## config.mk

```make
export PLATFORM = sky130hd
export DESIGN_NAME = pipe_seg_reg
export DESIGN_NICKNAME = d
export VERILOG_FILES = /design/src/rtl/pipe_pkg.sv /design/src/rtl/pipe_entry.sv /design/src/rtl/pipe_seg_reg.sv
export SDC_FILE = /design/constraint.sdc
export NUM_CORES = 1
export LEC_CHECK = 0
export BUFFER_PORTS_ARGS = -buffer_cell sky130_fd_sc_hd__buf_2
export CORE_MARGIN = 4
export CORE_UTILIZATION = 26
export DETAILED_ROUTE_END_ITERATION = 8
export SYNTH_ARGS = -nofsm -noshare
export SYNTH_HDL_FRONTEND = slang
export SYNTH_SLANG_ARGS = --single-unit
```

## constraint.sdc

```tcl
create_clock -name clk -period 4.3 [get_ports clk]
set_input_delay 0.43 -clock clk [delete_from_list [all_inputs] [get_ports clk]]
set_output_delay 0.43 -clock clk [all_outputs]
set_load 0.005 [all_outputs]
```

## src/rtl/pipe_pkg.sv

```systemverilog
// Shared types and constants for pipeline segment registers.
// Optional feature macro used by users of this package: PIPE_PERF_EN.
package pipe_pkg;

    typedef enum logic [1:0] {
        ST_EMPTY = 2'd0,
        ST_FULL  = 2'd1,
        ST_SKID  = 2'd2
    } pipe_state_e;

    localparam int PERF_W = 32;

    localparam logic [31:0] PIPE_FLUSH_DEF = 32'h0000_0000;

endpackage

```

## src/rtl/pipe_entry.sv

```systemverilog
// One storage entry (valid, taken, data) of a pipeline segment register.
// Clear forces the idle value FLUSH_VAL/0/0; load captures a valid item.
module pipe_entry
    import pipe_pkg::*;
#(
    parameter int                DATA_W    = 32,
    parameter logic [DATA_W-1:0] FLUSH_VAL = {DATA_W{1'b0}}
) (
    input  logic              clk,
    input  logic              i_clr,
    input  logic              i_ld,
    input  logic [DATA_W-1:0] i_data,
    input  logic              i_taken,
    output logic              o_valid,
    output logic [DATA_W-1:0] o_data,
    output logic              o_taken
);

    logic [DATA_W+1:0] r_ent;

    // Clear dominates load; otherwise the entry holds its contents.
    always_ff @(posedge clk) begin
        if (i_clr) begin
            r_ent <= {1'b0, 1'b0, FLUSH_VAL};
        end else if (i_ld) begin
            r_ent <= {1'b1, i_taken, i_data};
        end
    end

    assign o_valid = r_ent[DATA_W+1];
    assign o_taken = r_ent[DATA_W];
    assign o_data  = r_ent[DATA_W-1:0];

endmodule

```

## src/rtl/pipe_seg_reg.sv

```systemverilog
// Pipeline segment register with 2-entry skid, bubble hold and flush.
// Define PIPE_PERF_EN to add the saturating stall_cnt output.
module pipe_seg_reg
    import pipe_pkg::*;
#(
    parameter int                DATA_W    = 32,
    parameter logic [DATA_W-1:0] FLUSH_VAL = {DATA_W{1'b0}}
) (
    input  logic              clk,
    input  logic              rst,
    input  logic              in_valid,
    output logic              in_ready,
    input  logic [DATA_W-1:0] in_data,
    input  logic              in_taken,
    input  logic              bubble,
    input  logic              flush,
    output logic              out_valid,
    input  logic              out_ready,
    output logic [DATA_W-1:0] out_data,
    output logic              out_taken
`ifdef PIPE_PERF_EN
    ,
    output logic [PERF_W-1:0] stall_cnt
`endif
);

    pipe_state_e       r_state;
    pipe_state_e       w_state_nxt;

    logic              w_accept;
    logic              w_drain;
    logic              w_main_ld;
    logic              w_main_clr;
    logic              w_main_src_skid;
    logic              w_skid_ld;
    logic              w_skid_clr;

    logic              w_main_valid;
    logic              w_skid_valid;
    logic [DATA_W-1:0] w_skid_data;
    logic              w_skid_taken;
    logic [DATA_W-1:0] w_main_d;
    logic              w_main_t;

    assign in_ready = ~w_skid_valid & ~bubble & ~rst;
    assign w_accept = in_valid & in_ready;
    assign w_drain  = w_main_valid & out_ready & ~bubble;

    assign w_main_d = w_main_src_skid ? w_skid_data  : in_data;
    assign w_main_t = w_main_src_skid ? w_skid_taken : in_taken;

    // State register; reset and flush both return to EMPTY.
    always_ff @(posedge clk) begin
        if (rst) begin
            r_state <= ST_EMPTY;
        end else begin
            r_state <= w_state_nxt;
        end
    end

    // Next state and entry controls; squash overrides the normal moves.
    always_comb begin
        w_state_nxt     = r_state;
        w_main_ld       = 1'b0;
        w_main_clr      = 1'b0;
        w_main_src_skid = 1'b0;
        w_skid_ld       = 1'b0;
        w_skid_clr      = 1'b0;
        unique case (r_state)
            ST_EMPTY: begin
                if (w_accept) begin
                    w_main_ld   = 1'b1;
                    w_state_nxt = ST_FULL;
                end
            end
            ST_FULL: begin
                if (w_accept && w_drain) begin
                    w_main_ld   = 1'b1;
                end else if (w_accept) begin
                    w_skid_ld   = 1'b1;
                    w_state_nxt = ST_SKID;
                end else if (w_drain) begin
                    w_main_clr  = 1'b1;
                    w_state_nxt = ST_EMPTY;
                end
            end
            ST_SKID: begin
                if (w_drain) begin
                    w_main_ld       = 1'b1;
                    w_main_src_skid = 1'b1;
                    w_skid_clr      = 1'b1;
                    w_state_nxt     = ST_FULL;
                end
            end
            default: begin
                w_state_nxt = ST_EMPTY;
            end
        endcase
        if (rst || flush) begin
            w_main_ld   = 1'b0;
            w_skid_ld   = 1'b0;
            w_main_clr  = 1'b1;
            w_skid_clr  = 1'b1;
            w_state_nxt = ST_EMPTY;
        end
    end

    pipe_entry #(
        .DATA_W    (DATA_W),
        .FLUSH_VAL (FLUSH_VAL)
    ) u_main (
        .clk     (clk),
        .i_clr   (w_main_clr),
        .i_ld    (w_main_ld),
        .i_data  (w_main_d),
        .i_taken (w_main_t),
        .o_valid (w_main_valid),
        .o_data  (out_data),
        .o_taken (out_taken)
    );

    pipe_entry #(
        .DATA_W    (DATA_W),
        .FLUSH_VAL (FLUSH_VAL)
    ) u_skid (
        .clk     (clk),
        .i_clr   (w_skid_clr),
        .i_ld    (w_skid_ld),
        .i_data  (in_data),
        .i_taken (in_taken),
        .o_valid (w_skid_valid),
        .o_data  (w_skid_data),
        .o_taken (w_skid_taken)
    );

    assign out_valid = w_main_valid;

`ifdef PIPE_PERF_EN
    logic [PERF_W-1:0] r_stall;

    // Count cycles an item waits; saturates, survives flush.
    always_ff @(posedge clk) begin
        if (rst) begin
            r_stall <= '0;
        end else if (w_main_valid && (!out_ready || bubble) && !(&r_stall)) begin
            r_stall <= r_stall + 1'b1;
        end
    end

    assign stall_cnt = r_stall;
`endif

endmodule

```

# Word level (Yosys, flattened, before mapping)
# Index checks and enable logic that the tools add are counted.
# classes
n_bitwise	8
eq_ne	6
add_sub_neg	0
shifts	0
n_div	0
reduce_logical	5
multipliers	0
magnitude_cmp	0
muxes	22
# op_table
op	n
32-bit 2-to-1 mux	1
1-bit 2-to-1 mux	14
2-bit 2-to-1 mux	5
2-bit != test (second input constant)	3
2-bit one-hot mux with 3 select lines	1
1-bit bitwise AND	5
4-bit AND reduction	1
3-bit != test (second input constant)	1
1-bit inverter	3
1-bit one-hot mux with 3 select lines	1
2-bit by 1-bit equality test with 1-bit output (second input constant)	1
2-bit equality test (second input constant)	1
2-bit zero test	1
2-bit OR reduction	1
1-bit logical AND	1
1-bit logical OR	1
# word_totals
register_bits	70
latch_bits	0
romBits	0
n_memories	0
inputBits	39
ramBits	0

# Logic depth before layout (Yosys ltp)
# depth
depth_word	8
ltp_mapped	5
depth_no_buf	4

# Cells and area by module
# Synthesis repeated with hierarchy kept, for this count alone.
# unflattened
cells_unflattened	278
area_unflattened_um2	3024.2
# modules_own_cells
mod	seq_area_each_um2	area_each_um2	instances	cells_per_inst
pipe_entry	680.7	1231.2	2	110
pipe_seg_reg	40.0	561.8	1	58

# Worst setup path after synthesis
# No wires, ideal clock.
# synth_timing
kind	input to register
start	input port bubble
end	register u_main.r_ent[10]
setup_ps	119
path_slack_ps	2355
n_path_buf	1
path_stages	5
arrival_time_ps	1827
path_cell_list	or4b_4 -> a211o_1 -> a21o_1 -> buf_6 -> o221a_1
# synth_between
elab_chain_len	8
# synth_lines
element	line	rtl
start, declared	pipe_seg_reg.sv:15	input logic bubble,
1-bit inverter (*)	pipe_seg_reg.sv:45, pipe_seg_reg.sv:47	
1-bit bitwise AND (2 in series)	pipe_seg_reg.sv:45	assign in_ready = ~w_skid_valid & ~bubble & ~rst;
1-bit bitwise AND	pipe_seg_reg.sv:46	assign w_accept = in_valid & in_ready;
1-bit logical AND or 1-bit 2-to-1 mux (tied branches)	pipe_seg_reg.sv:77, pipe_seg_reg.sv:79	
1-bit 2-to-1 mux	pipe_seg_reg.sv:77	if (w_accept && w_drain) begin
1-bit one-hot mux with 3 select lines or 1-bit 2-to-1 mux (tied branches)	pipe_seg_reg.sv:69	unique case (r_state)
1-bit 2-to-1 mux	pipe_seg_reg.sv:99	if (rst || flush) begin
end signal, assigned	pipe_entry.sv:24	r_ent <= {1'b0, 1'b0, FLUSH_VAL};
end signal, assigned	pipe_entry.sv:26	r_ent <= {1'b1, i_taken, i_data};
end, declared	pipe_entry.sv:19	logic [DATA_W+1:0] r_ent;
# Every way passes the cells marked *; elsewhere a longest branch is shown, timed or not.
# A chain may end at the register's enable or synchronous reset.

# Worst setup path in the final report
# layout_timing
start	register u_skid.r_ent[33]
end	register u_main.r_ent[1]
# layout_between
elab_chain_len	8
# layout_lines
element	line
start, declared	pipe_entry.sv:19
start signal, assigned	pipe_entry.sv:24
start signal, assigned	pipe_entry.sv:26
1-bit inverter (*)	pipe_seg_reg.sv:45
1-bit bitwise AND (*) (2 in series)	pipe_seg_reg.sv:45
1-bit bitwise AND (*)	pipe_seg_reg.sv:46
1-bit logical AND or 1-bit 2-to-1 mux (tied branches)	pipe_seg_reg.sv:77, pipe_seg_reg.sv:79
1-bit 2-to-1 mux	pipe_seg_reg.sv:77
1-bit one-hot mux with 3 select lines or 1-bit 2-to-1 mux (tied branches)	pipe_seg_reg.sv:69
1-bit 2-to-1 mux	pipe_seg_reg.sv:99
# Marked as above.

==> flow_summary.ini <==
[run_status]
outcome = finished, final reports clean

[pwr]
leakage_nw = 1.43
powerDensity_mw_per_mm2 = 383
ir_drop_v = 0.000171
power_mw = 1.35

[logic_synthesis]
yosysWarningCount = 0
ys_types = 27
postSynthAreaPerCell_um2 = 12.8
syn_nets = 260
synthCells = 221
synthFlopType = dfxtp_1
syn_area_mm2 = 0.00282
seq_area_frac_synth = 0.496
synth_area_leaders = dfxtp_1 50%, o221a_2 14%, mux2_2 13%
yosysMostFrequentCell = dfxtp_1
synth.top_cell.area_share = 0.496
synth_seq_cells = 70
synth_commonest_cells = 70 x dfxtp_1, 35 x o221a_2, 33 x mux2_2, 31 x o221a_1, 10 x clkbuf_1
synth-edff-count = 0
ys_async_sr_fraction = 0
synth_top_area_cell = dfxtp_1

[route]
viasPerCell = 5.04
dr.pass1.iters = 4
vias = 2158
drt_wl_total_mm = 7.08
antenna_left = 0
wl_per_cell_um = 16.5
drc_errors = 0
drt_iter0_markers = 112

[setup_path]
critical_path.max_fanout = 33
cp_slowest_cell = a21o_1
arrival_ns = 2.65
ff2ff_setup_slack_ns = 1.89
crit_buf_inv = 0
crit_path_end_kind = register
critical-path-max-stage-delay_ns = 0.63
cp.required_ns = 4.54
cp_top_family = compound AO/OA/AOI/OAI gates
worst_setup_path_start_kind = register
critical_path_class = reg -> reg
path_cells = or4b_4 -> a211o_1 -> a21o_1 -> o221a_2

[timing]
hold_viol_final = 0
timing.final.crit_period_ns = 2.41
fmax_mhz = 414
tns_ns = 0
hold_ws_ns = 0.359
tightest_slew_ns = 1.23
setup_violations = 0
slew_headroom = 0.183
slew_violations = 0
period_share = 0.561
finClkSkew_ns = 0.0142
rsz0062_at_grt = no

[global_route]
top_usage_layer = met2
gr-total-overflow = 0
use_met1 = 0.148
antenna_found_initial = 0
use_met3 = 0.0350
grt_pass1_vias = 2213
use_met2 = 0.186
grt_max_degree = 35
track_usage = 0.117
grt_first_pass_wirelength_mm = 11.7

[worst_hold_path]
hp-class = in -> reg

[die]
die_x_um = 112
initial_core_util = 0.270
die_area_mm2 = 0.0126
num_rows = 37
pin_count = 74
chipHeight_um = 112
core-area_mm2 = 0.0105

[clocking]
htreeDepth = 3
ctsHoldBuffers = 0
cts_root_buf = clkbuf_8
cts_max_path_buffers = 2
numCtsBuffers = 9
insertion_delay_ns = 0.35
path_clk_slew_ns = 0.08
cts_tree = done
post_cts_resize_count = 0
cts_sinks = 70
postCtsSetupRepairBufs = 0

[cells_and_area]
layout.nets = 326
drive_gt1_frac = 0.579
fillers = 1098
area_delta_synth_final_pct = 25.2
fin_util = 0.338
antennaDiodeCount = 0
stdcell_count = 428

[place]
place_inst = 412
place.gp.congestion = 0.709
place_hpwl_mm = 4.67
numPortBuffers = 73

[job]
max_cap_viol_count = 0
-- cell type report --
type	instances	area [µm²]	area share
clock buffer	11	151	0.0428
clock inverter	5	81.3	0.0230
multi-input combinational	129	1340	0.378
sequential	70	1400	0.396
tap	136	170	0.0481
timing repair buffer	77	395	0.112
-- logic make-up (layout without fill, tap and decap cells) --
logic type | Yosys count | in the layout | synth area share
flops | 70 | 70 | 0.496
buf+inv | 22 | 93 | 0.0412
compound gates | 77 | 77 | 0.288
simple gates | 19 | 19 | 0.0430
mux | 33 | 33 | 0.132
-- path summary, 6_finish.rpt --
| kind | start | end | cells past startpoint |
|---|---|---|---|
| hold reg to reg | u_main.r_ent[33] | u_main.r_ent[33] | 2 |
| setup reg to reg | u_skid.r_ent[33] | u_main.r_ent[1] | 4 |
| hold / removal | flush | u_main.r_ent[33] | 4 |
| setup / recovery | u_skid.r_ent[33] | u_main.r_ent[1] | 4 |
-- flip-flops by register name, summed over array words and instances (netlist names) --
name and count:
r_state 2, u_main.r_ent 34, u_skid.r_ent 34
-- report_power, final --
part	internal, mW	switching [mW]	leakage (nW)
Sequential	0.656	0.00444	0.565
Combinational	0.0410	0.0415	0.751
Clock	0.358	0.252	0.116
Total	1.05	0.298	1.43
-- cell usage in the layout, fill, tap and decap left out, types with 2 or more instances in the layout --
cell       instances
nor2_1             2
nor3_1             3
a31oi_1            2
a21oi_1            2
o221a_2           35
o21ai_0            2
buf_2             73
bufinv_16          2
clkbuf_8          11
buf_4              4
dfxtp_1           70
mux2_2            33
nor2b_1            2
o221a_1           31
-- routing by layer --
metal	part of all wire	vias to the layer above	wire length (µm)
met5	0	-	0
li1	-	1045	-
met4	0.017	0	120
met1	0.48	1049	3370
met3	0.048	10	338
met2	0.46	54	3250
-- stage by stage --
step                      worst slack (ns)  cell area [µm²]
final                                 1.89             3540
after global routing                  1.69             3540
after CTS                             1.88             3540
after detailed placement              1.66             3300
after global placement                1.69             3300
after floorplan                       2.35             2820
-- worst register-to-register path, delay by kind of cell, from the launching register on --
kind               cells  cell delay [ns]
and+or+nand+nor        1             0.58
AOI/OAI and AO/OA      3             1.39
DFF                    1             0.34
Power figures use the tool's default switching activity.
